[src/rtl/mvm_sequencer_if.sv]
// Signal bundle between the MVM sequencer and its surroundings: job byte
// stream, A-FIFO write port, core control/data, and the result stream.
interface mvm_sequencer_if #(
  parameter int DATA_WIDTH = 8,
  parameter int NUM_MACS   = 8
);
  localparam int RES_WIDTH = 3 * DATA_WIDTH;
  localparam int IDX_WIDTH = (NUM_MACS > 1) ? $clog2(NUM_MACS) : 1;

  logic                                job_start;
  logic                                in_valid;
  logic [DATA_WIDTH-1:0]               in_data;
  logic                                in_ready;
  logic [NUM_MACS-1:0]                 fifo_wren;
  logic [DATA_WIDTH-1:0]               fifo_wdata;
  logic [NUM_MACS-1:0]                 fifo_full;
  logic                                core_start;
  logic [DATA_WIDTH-1:0]               core_b_in;
  logic                                core_ready_b;
  logic                                core_done;
  logic [NUM_MACS-1:0][RES_WIDTH-1:0]  core_result;
  logic                                res_valid;
  logic [IDX_WIDTH-1:0]                res_idx;
  logic [RES_WIDTH-1:0]                res_data;
  logic                                res_ready;
  logic                                busy;

  // Sequencer side.
  modport master (
    input  job_start, in_valid, in_data, fifo_full, core_ready_b, core_done,
           core_result, res_ready,
    output in_ready, fifo_wren, fifo_wdata, core_start, core_b_in, res_valid,
           res_idx, res_data, busy
  );

  // Environment side (stream source, FIFOs, core, result sink).
  modport slave (
    output job_start, in_valid, in_data, fifo_full, core_ready_b, core_done,
           core_result, res_ready,
    input  in_ready, fifo_wren, fifo_wdata, core_start, core_b_in, res_valid,
           res_idx, res_data, busy
  );
endinterface

[src/rtl/mvm_sequencer.sv]
// Job controller for the matrix-vector core: loads A rows into per-row FIFOs,
// buffers B, starts and feeds the core, then streams the captured results.
module mvm_sequencer #(
  parameter int DATA_WIDTH = 8,
  parameter int NUM_MACS   = 8
) (
  input logic             clk,
  input logic             rst,
  mvm_sequencer_if.master bus
);
  localparam int RES_WIDTH  = 3 * DATA_WIDTH;
  localparam int IDX_WIDTH  = (NUM_MACS > 1) ? $clog2(NUM_MACS) : 1;
  localparam int BCNT_WIDTH = $clog2(NUM_MACS + 1);
  localparam int WD_LIMIT   = 4 * NUM_MACS * NUM_MACS;
  localparam int WD_WIDTH   = $clog2(WD_LIMIT);

  localparam logic [IDX_WIDTH-1:0]  LAST_IDX = IDX_WIDTH'(NUM_MACS - 1);
  localparam logic [BCNT_WIDTH-1:0] B_DONE   = BCNT_WIDTH'(NUM_MACS);
  localparam logic [WD_WIDTH-1:0]   WD_LAST  = WD_WIDTH'(WD_LIMIT - 1);

  typedef enum logic [2:0] {
    S_IDLE, S_LOAD_A, S_LOAD_B, S_START, S_RUN, S_DRAIN
  } state_t;

  state_t                state, state_nxt;
  logic [IDX_WIDTH-1:0]  row, col, res_ptr;
  logic [BCNT_WIDTH-1:0] b_cnt;
  logic [WD_WIDTH-1:0]   wd_cnt;
  logic [DATA_WIDTH-1:0] b_buf   [NUM_MACS];
  logic [RES_WIDTH-1:0]  res_buf [NUM_MACS];
  logic                  err_to;
  logic                  accept;
  logic                  unused_err_to;

  assign accept = bus.in_valid && bus.in_ready;

  // err_to is a status bit with no port; this sink marks it as deliberately unobserved.
  assign unused_err_to = err_to;

  // State register.
  always_ff @(posedge clk) begin
    // NOTE: clocked state uses non-blocking assignments so every register samples pre-edge values.
    if (rst) state <= S_IDLE;
    else     state <= state_nxt;
  end

  // Next-state decode; job_start only matters in IDLE.
  always_comb begin
    state_nxt = state;
    case (state)
      S_IDLE:   if (bus.job_start) state_nxt = S_LOAD_A;
      S_LOAD_A: if (accept && row == LAST_IDX && col == LAST_IDX) state_nxt = S_LOAD_B;
      S_LOAD_B: if (accept && col == LAST_IDX) state_nxt = S_START;
      S_START:  state_nxt = S_RUN;
      S_RUN: begin
        if (bus.core_done)         state_nxt = S_DRAIN;
        else if (wd_cnt == WD_LAST) state_nxt = S_IDLE;
      end
      S_DRAIN:  if (bus.res_ready && res_ptr == LAST_IDX) state_nxt = S_IDLE;
      default:  state_nxt = S_IDLE;
    endcase
  end

  // Output decode: handshake strobes and data muxes follow the current state.
  always_comb begin
    // NOTE: every output gets a default before the case, so no path can infer a latch.
    bus.in_ready   = 1'b0;
    bus.core_start = 1'b0;
    bus.core_b_in  = '0;
    bus.res_valid  = 1'b0;
    bus.res_idx    = '0;
    bus.res_data   = '0;
    bus.busy       = (state != S_IDLE);
    case (state)
      S_LOAD_A: bus.in_ready   = !bus.fifo_full[row];
      S_LOAD_B: bus.in_ready   = 1'b1;
      S_START:  bus.core_start = 1'b1;
      S_RUN:    if (b_cnt != B_DONE) bus.core_b_in = b_buf[b_cnt[IDX_WIDTH-1:0]];
      S_DRAIN: begin
        bus.res_valid = 1'b1;
        bus.res_idx   = res_ptr;
        bus.res_data  = res_buf[res_ptr];
      end
      default: ;
    endcase
  end

  // Datapath: load counters, FIFO write register, B/result buffers, watchdog.
  always_ff @(posedge clk) begin
    if (rst) begin
      row            <= '0;
      col            <= '0;
      res_ptr        <= '0;
      b_cnt          <= '0;
      wd_cnt         <= '0;
      err_to         <= 1'b0;
      bus.fifo_wren  <= '0;
      bus.fifo_wdata <= '0;
      // NOTE: both buffers are small register arrays, so clearing them on reset is cheap and keeps a fresh job deterministic.
      for (int i = 0; i < NUM_MACS; i++) begin
        b_buf[i]   <= '0;
        res_buf[i] <= '0;
      end
    end else begin
      bus.fifo_wren <= '0;
      case (state)
        S_IDLE: begin
          row <= '0;
          col <= '0;
        end
        S_LOAD_A: if (accept) begin
          bus.fifo_wren  <= NUM_MACS'(1) << row;
          bus.fifo_wdata <= bus.in_data;
          if (col == LAST_IDX) begin
            col <= '0;
            row <= (row == LAST_IDX) ? '0 : row + 1'b1;
          end else begin
            col <= col + 1'b1;
          end
        end
        S_LOAD_B: if (accept) begin
          b_buf[col] <= bus.in_data;
          col        <= (col == LAST_IDX) ? '0 : col + 1'b1;
        end
        S_START: begin
          b_cnt   <= '0;
          wd_cnt  <= '0;
          res_ptr <= '0;
        end
        S_RUN: begin
          if (bus.core_ready_b && b_cnt != B_DONE) b_cnt <= b_cnt + 1'b1;
          wd_cnt <= wd_cnt + 1'b1;
          if (bus.core_done) begin
            for (int i = 0; i < NUM_MACS; i++) res_buf[i] <= bus.core_result[i];
          end else if (wd_cnt == WD_LAST) begin
            err_to <= 1'b1;
          end
        end
        S_DRAIN: if (bus.res_ready) res_ptr <= (res_ptr == LAST_IDX) ? '0 : res_ptr + 1'b1;
        default: ;
      endcase
    end
  end
endmodule

[src/flat_wrapper.sv]
// flat-port wrapper written by rule: the top's interface ports become plain ports
module mvm_sequencer_flat 
#(
  parameter int DATA_WIDTH = 8,
  parameter int NUM_MACS   = 8
)
  (clk, rst, bus_job_start, bus_in_valid, bus_in_data, bus_fifo_full, bus_core_ready_b, bus_core_done, bus_core_result, bus_res_ready, bus_in_ready, bus_fifo_wren, bus_fifo_wdata, bus_core_start, bus_core_b_in, bus_res_valid, bus_res_idx, bus_res_data, bus_busy);
  mvm_sequencer_if #(.DATA_WIDTH(DATA_WIDTH), .NUM_MACS(NUM_MACS)) bus_i ();
  input logic clk;
  input logic rst;
  input wire logic [$bits(bus_i.job_start)-1:0] bus_job_start;
  input wire logic [$bits(bus_i.in_valid)-1:0] bus_in_valid;
  input wire logic [$bits(bus_i.in_data)-1:0] bus_in_data;
  input wire logic [$bits(bus_i.fifo_full)-1:0] bus_fifo_full;
  input wire logic [$bits(bus_i.core_ready_b)-1:0] bus_core_ready_b;
  input wire logic [$bits(bus_i.core_done)-1:0] bus_core_done;
  input wire logic [$bits(bus_i.core_result)-1:0] bus_core_result;
  input wire logic [$bits(bus_i.res_ready)-1:0] bus_res_ready;
  output wire logic [$bits(bus_i.in_ready)-1:0] bus_in_ready;
  output wire logic [$bits(bus_i.fifo_wren)-1:0] bus_fifo_wren;
  output wire logic [$bits(bus_i.fifo_wdata)-1:0] bus_fifo_wdata;
  output wire logic [$bits(bus_i.core_start)-1:0] bus_core_start;
  output wire logic [$bits(bus_i.core_b_in)-1:0] bus_core_b_in;
  output wire logic [$bits(bus_i.res_valid)-1:0] bus_res_valid;
  output wire logic [$bits(bus_i.res_idx)-1:0] bus_res_idx;
  output wire logic [$bits(bus_i.res_data)-1:0] bus_res_data;
  output wire logic [$bits(bus_i.busy)-1:0] bus_busy;
  assign bus_i.job_start = bus_job_start;
  assign bus_i.in_valid = bus_in_valid;
  assign bus_i.in_data = bus_in_data;
  assign bus_i.fifo_full = bus_fifo_full;
  assign bus_i.core_ready_b = bus_core_ready_b;
  assign bus_i.core_done = bus_core_done;
  assign bus_i.core_result = bus_core_result;
  assign bus_i.res_ready = bus_res_ready;
  assign bus_in_ready = bus_i.in_ready;
  assign bus_fifo_wren = bus_i.fifo_wren;
  assign bus_fifo_wdata = bus_i.fifo_wdata;
  assign bus_core_start = bus_i.core_start;
  assign bus_core_b_in = bus_i.core_b_in;
  assign bus_res_valid = bus_i.res_valid;
  assign bus_res_idx = bus_i.res_idx;
  assign bus_res_data = bus_i.res_data;
  assign bus_busy = bus_i.busy;
  mvm_sequencer #(.DATA_WIDTH(DATA_WIDTH), .NUM_MACS(NUM_MACS)) u_core (.clk(clk), .rst(rst), .bus(bus_i));
endmodule
[config.mk]
export PLATFORM = sky130hd
export DESIGN_NAME = mvm_sequencer_flat
export DESIGN_NICKNAME = d
export VERILOG_FILES = /design/src/rtl/mvm_sequencer_if.sv /design/src/rtl/mvm_sequencer.sv /design/src/flat_wrapper.sv
export SDC_FILE = /design/constraint.sdc
export NUM_CORES = 1
export LEC_CHECK = 0
export ABC_AREA = 1
export CAP_MARGIN = 20
export CORE_MARGIN = 2
export CORE_UTILIZATION = 47
export CTS_CLUSTER_DIAMETER = 100
export DETAILED_ROUTE_END_ITERATION = 12
export GPL_TIMING_DRIVEN = 0
export PLACE_DENSITY = 0.73
export SLEW_MARGIN = 25
export SYNTH_ARGS = -nofsm -noshare
export SYNTH_HDL_FRONTEND = slang
export SYNTH_SLANG_ARGS = --single-unit
[constraint.sdc]
create_clock -name clk -period 6.94 [get_ports clk]
set_input_delay 1.388 -clock clk [delete_from_list [all_inputs] [get_ports clk]]
set_output_delay 1.388 -clock clk [all_outputs]
set_load 0.03 [all_outputs]
* Word-level counts from Yosys, hierarchy flattened
Memory sizes are Yosys's and may differ from the RTL's. A register that Yosys moved wholly into a read port is not among the register bits.
Index checks and enable logic that the tools add are counted.
** Storage, ports and cells
- Flip-flop bits (word level) :: 40
- Memory bits (writable) :: 256
- Input port bits :: 215
- Output and inout bits :: 55
- Logic and storage cells :: 123
- Memories kept :: 2
** Cells by class
- Add/subtract/negate cells :: 5
- Order comparisons :: 1
- Eq/ne operators :: 20
- Shift-type cells :: 1
- Mux-type cells :: 54
- Bitwise logic cells :: 10
- Reductions and logical operators :: 22
** Memories
- u_core.res_buf :: depth 8, width 24, rd ports 1, clocked after Yosys merged registers in 1, write ports 8, line mvm_sequencer.sv:30 : logic [RES_WIDTH-1:0] res_buf [NUM_MACS];
- u_core.b_buf :: depth 8, width 8, rd ports 1, clocked after Yosys merged registers in 1, write ports 8, line mvm_sequencer.sv:29 : logic [DATA_WIDTH-1:0] b_buf [NUM_MACS];
** Operators with widths (number)
- two-way mux 24 bit :: 9
- two-way mux 3 bit :: 19
- two-way mux 8 bit :: 3
- one-hot mux 3 bit (2 select lines) :: 3
- one-hot mux 3 bit (6 select lines) :: 1
- one-hot mux 8 bit (2 select lines) :: 1
- equality test 3 bit, second input constant :: 5
- two-way mux 1 bit :: 14
- != test 2 x 1 -> 1 bit, second input constant :: 7
- adder 3 x 1 -> 3 bit, second input constant :: 3
- adder 8 x 1 -> 8 bit, second input constant :: 1
- equality test 8 bit, second input constant :: 1
- OR 1 bit :: 8
- one-hot mux 4 bit (2 select lines) :: 1
- AND reduction 2 bit :: 4
- nonzero test 2 bit :: 4
- OR reduction 8 bit :: 1
- left shift 1 x 3 -> 8 bit, first input constant :: 1
- equality test 3 x 2 -> 1 bit, second input constant :: 2
- logical AND 1 bit :: 6
- AND reduction 5 bit :: 1
- adder 4 x 1 -> 4 bit, second input constant :: 1
- less-than comparator 3 x 4 -> 1 bit, second input constant :: 1
- two-way mux 4 bit :: 1
- 13 further kinds :: 15

* Longest topological paths before layout
Gate-level depths: netlist (run 1).
- Depth after elaboration :: 11
- Depth in mapped cells :: 12
- Gate-level depth less buffers :: 12

* Least setup slack after synthesis (run 1)
No wires, ideal clock.
- Path kind :: input -> register
- Start point :: in rst
- End point :: mem u_core.res_buf[0][0] (netlist bit), enable pin
- Data arrival time :: 5.119 ns
- Data required time :: 5.407 ns
- Setup slack :: 0.288 ns
- Stages :: 4
- Buffers on the path :: 2
- Cell sequence :: inv_1 > buf_2 > clkbuf_1 > nand2_1
** RTL lines
- from (decl) :: line flat_wrapper.sv:10 : input logic rst;
- to (decl) :: line mvm_sequencer.sv:30

==> flow_summary_export.csv, run 1 <==
group,metric,value,unit
clock_tree,cts_tree,"done",
timing,relSlewSlack,56.39,%
min_path,min_path_cells,1,
clock_tree,cts_root_buffer,"clkbuf_16",
timing,setup-tns-final,0,ps
timing,min_period,4830,ps
drt,drtIter0Drc,920,
synth,syn_area_per_cell,9.319,um^2
grt,grt_max_degree,59,
floorplan,core_area,28940,um^2
drt,dr_total_vias,11400,
synth,synth_edf_count,256,
worst_setup_path,cp-start-kind,"flip-flop",
timing,fin_ws,2110,ps
grt,overflow,0,
worst_setup_path,cp-end-kind,"output pin",
worst_setup_path,timing.rr.start,"u_core.state[2]",
drt,drtAntennaViolNets,0,
synth,netlist_instances,1490,
timing,rsz0062_at_grt,"false",
placed_design,port-buffer-count,269,
clock_tree,cts_setup_buffers,0,
floorplan,die_h,175.9,um
drt,vias_per_cell,5.164,
synth,synthArstFlopShare,0,%
synth,ys_ff_latch,302,
cells_and_area,area_delta_synth_final,31.27,%
synth,syn_nets,1717,
cells_and_area,layout-drive-gt1-share,5.607,%
placed_design,hpwl,29130,um
synth,syn_area,13890,um^2
timing,fmax,0.2070,GHz
placed_design,dp.cells,2146,
worst_setup_path,reg2reg_slack,4410,ps
clock_tree,cts_hold_buf,0,
status,status,"complete, no violations",
timing,worst_slew_pin_slew,654.1,ps
cells_and_area,final_cells,2207,
grt,gr-usage-all-layers,24.96,%
drt,routed_wl,39330,um
grt,grt_pass1_wl,59110,um
floorplan,rows,62,
timing,clock_skew,6.045,ps
power,power_density,259.9,nW/um^2
synth,ys_types,38,
floorplan,die_width,175.9,um
placed_design,gp_congestion,0.9097,
grt,grt_pass1_vias,11130,
timing,slew_violations,0,
drt,routedWlPerCell,17.82,um
worst_setup_path,r2r-end,"u_core.res_buf[2][10]",
clock_tree,clkTransAtPathRegs,60,ps
min_path,hold_class,"reg2reg",
worst_setup_path,cp.required,5550,ps
clock_tree,clk_path_buf_depth,3,
timing,finalCritPeriodShare,69.60,%
timing,whs,479.2,ps
synth,synthFlopType,"edfxtp_1",
floorplan,initial_core_util,47.99,%
synth,yosysWarnings,0,
min_path,whs_endpoint,"u_core.wd_cnt[7]",
worst_setup_path,cp_data_arrival_time,3440,ps
clock_tree,cts.sinks,302,
run,max-cap-violations,0,
clock_tree,h-tree-depth,1,
clock_tree,cts-buffers-inserted,31,
power,leakage,7.577,nW
grt,antenna_found_initial,4,
worst_setup_path,crit_type,"reg2out",
clock_tree,cts_resized,0,
clock_tree,insertion_delay,560,ps
timing,setup_violations,0,
drt,dr.pass1.iters,5,
min_path,worstHoldStart,"u_core.wd_cnt[7]",
cells_and_area,final_nets,2022,
floorplan,ios,270,
power,total_power,4.737,mW
power,peakVddDrop,0.0001977,V
floorplan,die-area,30940,um^2
timing,final-hold-violation-count,0,
worst_setup_path,r2r.worst_path.cells,8,
worst_setup_path,crit_fanout,10,
synth,ys_seq_area_share,61.99,%
drt,post-route-drc-count,0,
placed_design,place_ws,2592,ps
-- sequential cells by signal, summed over array words and instances (netlist names), named ones only --
register	flops
u_core.bus.fifo_wdata	8
u_core.res_ptr	3
u_core.bus.fifo_wren	8
u_core.res_buf	192
u_core.wd_cnt	8
u_core.col	3
u_core.state	3
u_core.b_cnt	4
u_core.b_buf	64
u_core.row	3
-- cell usage after synthesis, types with 2 or more instances --
master      n  area share, %
nand3_4     2           0.25
ha_1       12            1.1
buf_1       9           0.24
inv_1     234            6.3
nor2_2      3           0.14
nand3_1    22           0.79
nor3_2      3           0.22
clkbuf_1   45            1.2
nand4_1     2          0.090
buf_4       3           0.16
dfxtp_1    46            6.6
nand2_1    50            1.4
buf_2      11           0.40
nand2_4     2           0.16
o21ai_1     3           0.11
o22ai_1    31            1.4
a211oi_1    6           0.32
a31oi_1    33            1.5
edfxtp_1  256             55
o21ai_0   169            6.1
a21oi_1    26           0.94
nand2_2    10           0.45
clkinv_1    8           0.22
o221ai_1    3           0.19
nor2_1    478             13
buf_6       6           0.49
inv_2       6           0.16
-- per-layer routing --
metal  GRT usage, %  wire length [um]
met3          4.199              3146
met5              0                 0
met2          44.05             19790
met1          30.49             14910
met4          9.986              1486
-- worst max-delay path, stage by stage (launching register included) --
cell	delay (ps)
dfxtp_1	300
buf_2	160
inv_1	170
buf_4	200
clkbuf_1	430
o21ai_0	150
o22ai_1	270
o21ai_0	200
a31oi_1	260
clkdlybuf4s50_1	740
-- kinds of logic after synthesis --
kind of cell    share of synthesized area [%]
flops                                   61.99
fa+ha+maj                               1.081
compound gates                          10.83
xor+xnor                              0.06309
simple gates                            16.68
buf+inv                                 9.353
-- cell usage in the layout, fill, tap and decap left out, drive strengths merged, types with 2 or more instances in the layout --
| cell | instances |
|---|---|
| a211oi | 6 |
| a21oi | 26 |
| a31oi | 33 |
| buf | 33 |
| bufinv | 4 |
| clkbuf | 86 |
| clkdlybuf4s50 | 269 |
| clkinv | 17 |
| dfxtp | 46 |
| diode | 4 |
| edfxtp | 256 |
| ha | 12 |
| inv | 242 |
| nand2 | 62 |
| nand3 | 25 |
| nand4 | 2 |
| nor2 | 482 |
| nor3 | 3 |
| o21ai | 172 |
| o221ai | 3 |
| o22ai | 31 |
-- power by group --
| group | internal, mW | total [mW] | switching [mW] |
|---|---|---|---|
| Combinational | 0.318 | 0.850 | 0.532 |
| Clock | 1.04 | 1.73 | 0.694 |
| Sequential | 2.09 | 2.15 | 0.0622 |
-- through the flow --
step | area [um^2] | util, %
after floorplan | 13890 | -
after global placement | 17060 | 58.96
after detailed placement | 17150 | 59.27
after CTS | 18220 | 62.96
after global routing | 18230 | 62.99
final | 18230 | 62.99
-- worst max path at each step --
stage	cells past startpoint	startpoint	endpoint	slack, ps
2_1_floorplan	4	rst	u_core.res_buf[0][0]	290
3_3_place_gp	5	rst	u_core.res_buf[3][10]	-2130
3_5_place_dp	7	bus_fifo_full[7]	bus_in_ready	2590
4_1_cts	9	flip-flop	bus_res_data[13]	2130
5_1_grt	9	flip-flop	bus_res_data[13]	1940
6_report	9	flip-flop	bus_res_data[13]	2110
-- area by class of cell --
class | instances | area [um^2]
Antenna cell | 4 | 10.01
Timing Repair Buffer | 272 | 2775
Clock buffer | 41 | 884.6
Tap cell | 384 | 480.5
Multi-Input combinational cell | 865 | 3986
Clock inverter | 16 | 183.9
Fill cell | 2303 | 10710
Inverter | 248 | 930.9
Buffer | 75 | 367.9
Sequential cell | 302 | 8608
No activity file was read; power rests on OpenSTA's default activity.
==> run 2: changes to the inputs <==
Settings changed: CORE_UTILIZATION 47 to 50, PLACE_DENSITY 0.73 to 0.74.
Clock period 6.94 ns to 4.5 ns, I/O delays scaled along.
==> flow_summary_export.csv, run 2 (synthesized netlist as in run 1, its figures left out) <==
group,metric,value,unit
worst_setup_path,cp.buffers_inverters,5,
min_path,hold_class,"reg2reg",
timing,fmax,0.2380,GHz
drt,drtAntennaViolNets,0,
cells_and_area,regMostFlops,"u_core.res_buf",
timing,min_period,4202,ps
cells_and_area,top_regs,"u_core.res_buf (192), u_core.b_buf (64)",
floorplan,rows,61,
floorplan,die_width,170.7,um
grt,grt_pass1_vias,11160,
clock_tree,cts_setup_buffers,0,
floorplan,die-area,29120,um^2
worst_setup_path,crit_type,"reg2out",
clock_tree,cts_resized,0,
floorplan,initial_core_util,50.40,%
worst_setup_path,cp-end-kind,"output pin",
cells_and_area,area_delta_synth_final,30.57,%
run,max-cap-violations,0,
worst_setup_path,crit_fanout,10,
worst_setup_path,cp.required,3600,ps
worst_setup_path,path_delay_family,"buffers and inverters",
floorplan,ios,270,
placed_design,dp.cells,2138,
drt,dr_total_vias,11320,
cells_and_area,fin_util,65.81,%
placed_design,port-buffer-count,269,
drt,routed_wl,38250,um
worst_setup_path,crit_top_cell,"o21ai_0",
timing,finalCritPeriodShare,93.38,%
timing,final-hold-violation-count,0,
power,leakage,7.538,nW
clock_tree,cts.sinks,302,
timing,worst_slew_pin_slew,728.5,ps
clock_tree,h-tree-depth,1,
floorplan,die_h,170.7,um
status,status,"complete, no violations",
cells_and_area,layout-drive-gt1-share,5.452,%
power,power_density,397.1,nW/um^2
floorplan,core_area,27550,um^2
clock_tree,clk_path_buf_depth,3,
cells_and_area,nFillCells,2164,
timing,relSlewSlack,51.43,%
cells_and_area,final_nets,2019,
drt,post-route-drc-count,0,
clock_tree,cts_root_buffer,"clkbuf_16",
grt,grt_pass1_wl,58300,um
grt,overflow,0,
power,peakVddDrop,0.0002841,V
worst_setup_path,crit_slowest_cell,"clkdlybuf4s50_1",
timing,rsz0062_at_grt,"false",
cells_and_area,final_common_cell,"nor2_1",
drt,drtIter0Drc,1069,
grt,antenna_found_initial,5,
worst_setup_path,crit_chain,"buf_2 -> inv_1 -> buf_4 -> clkbuf_1 -> o21ai_0 -> o22ai_1 -> o21ai_0 -> a31oi_1 -> clkdlybuf4s50_1",
grt,gr-usage-all-layers,26.23,%
timing,clock_skew,19.70,ps
clock_tree,cts_tree,"done",
timing,slew_violations,0,
placed_design,hpwl,28500,um
drt,dr.pass1.iters,5,
worst_setup_path,cp_data_arrival_time,3300,ps
clock_tree,insertion_delay,560,ps
clock_tree,cts-buffers-inserted,30,
cells_and_area,largest_reg_flops,192,
worst_setup_path,slowest_delay,730,ps
placed_design,dpl_cell_area,17100,um^2
cells_and_area,final_cell_mix,"nor2_1, clkdlybuf4s50_1, edfxtp_1",
timing,setup_violations,0,
cells_and_area,final_cells,2198,
clock_tree,clkTransAtPathRegs,60,ps
drt,routedWlPerCell,17.40,um
placed_design,gp_congestion,0.9027,
clock_tree,cts_hold_buf,0,
grt,grt_max_degree,100,
worst_setup_path,cp-start-kind,"flip-flop",
drt,vias_per_cell,5.148,
cells_and_area,stdcell_area,18130,um^2
## run 2: changes by cell type in the layout (fill, tap and decap cells not counted)
cell and change:
clkbuf_16 -1, inv_6 -2, buf_16 -2, bufinv_16 -1
nand2_4 -1, clkinv_2 +2, clkbuf_1 +5, clkinvlp_4 -1
clkinv_1 -5, nand2_8 +1, clkbuf_8 +2
## run 2: worst paths after layout
| check | start | to | slack, ps | cells past startpoint |
|---|---|---|---|---|
| worst max-delay path | flip-flop | bus_res_data[12] | 300 | 9 |
| worst min-delay path | u_core.wd_cnt[7] | u_core.wd_cnt[7] | 480 | 1 |
| worst max register to register | u_core.state[0] | u_core.res_buf[3][7] | 2010 | 8 |
| worst min register to register | u_core.wd_cnt[7] | u_core.wd_cnt[7] | 480 | 1 |
## run 2: area by class of cell
class                           instances  area [um^2]  share of cell area [%]
Antenna cell                            4        10.01                 0.05521
Buffer                                 75        367.9                   2.029
Clock buffer                           47        905.9                   4.996
Clock inverter                          9        120.1                  0.6625
Inverter                              248        930.9                   5.134
Multi-Input combinational cell        865         3995                   22.03
Sequential cell                       302         8608                   47.48
Tap cell                              378        473.0                   2.609
Timing Repair Buffer                  270         2720                   15.00
## run 2: layer usage
layer	vias up	GRT usage, %	share of wire [%]
li1	5469	-	-
met1	5283	31.63	38
met2	484	47.30	51
met3	77	4.210	7.2
met4	2	9.699	3.4
met5	-	0	0.034
## run 2: through the flow
step | setup TNS (ps) | worst slack [ps] | power [mW] | hold WS, ps
5_1_grt | 0 | 119.2 | 7.461 | 515.9
3_5_place_dp | 0 | 746.4 | 4.656 | 464.2
4_1_cts | 0 | 292.7 | 7.197 | 472.5
6_report | 0 | 298.1 | 7.199 | 481.4
3_3_place_gp | -280570 | -1476 | 4.633 | 448.8
2_1_floorplan | 0 | 287.1 | 4.130 | 437.5
## run 2: worst reg2reg max path, delay by kind of cell, from the launching register on
kind | cells | cell delay (ps)
simple gates | 4 | 940
buf+inv | 4 | 740
flops | 1 | 350
## run 2: power by group
part | switching, mW | internal (mW)
registers | 0.0955 | 3.23
clock network | 1.04 | 1.55
logic | 0.809 | 0.484
total | 1.94 | 5.26
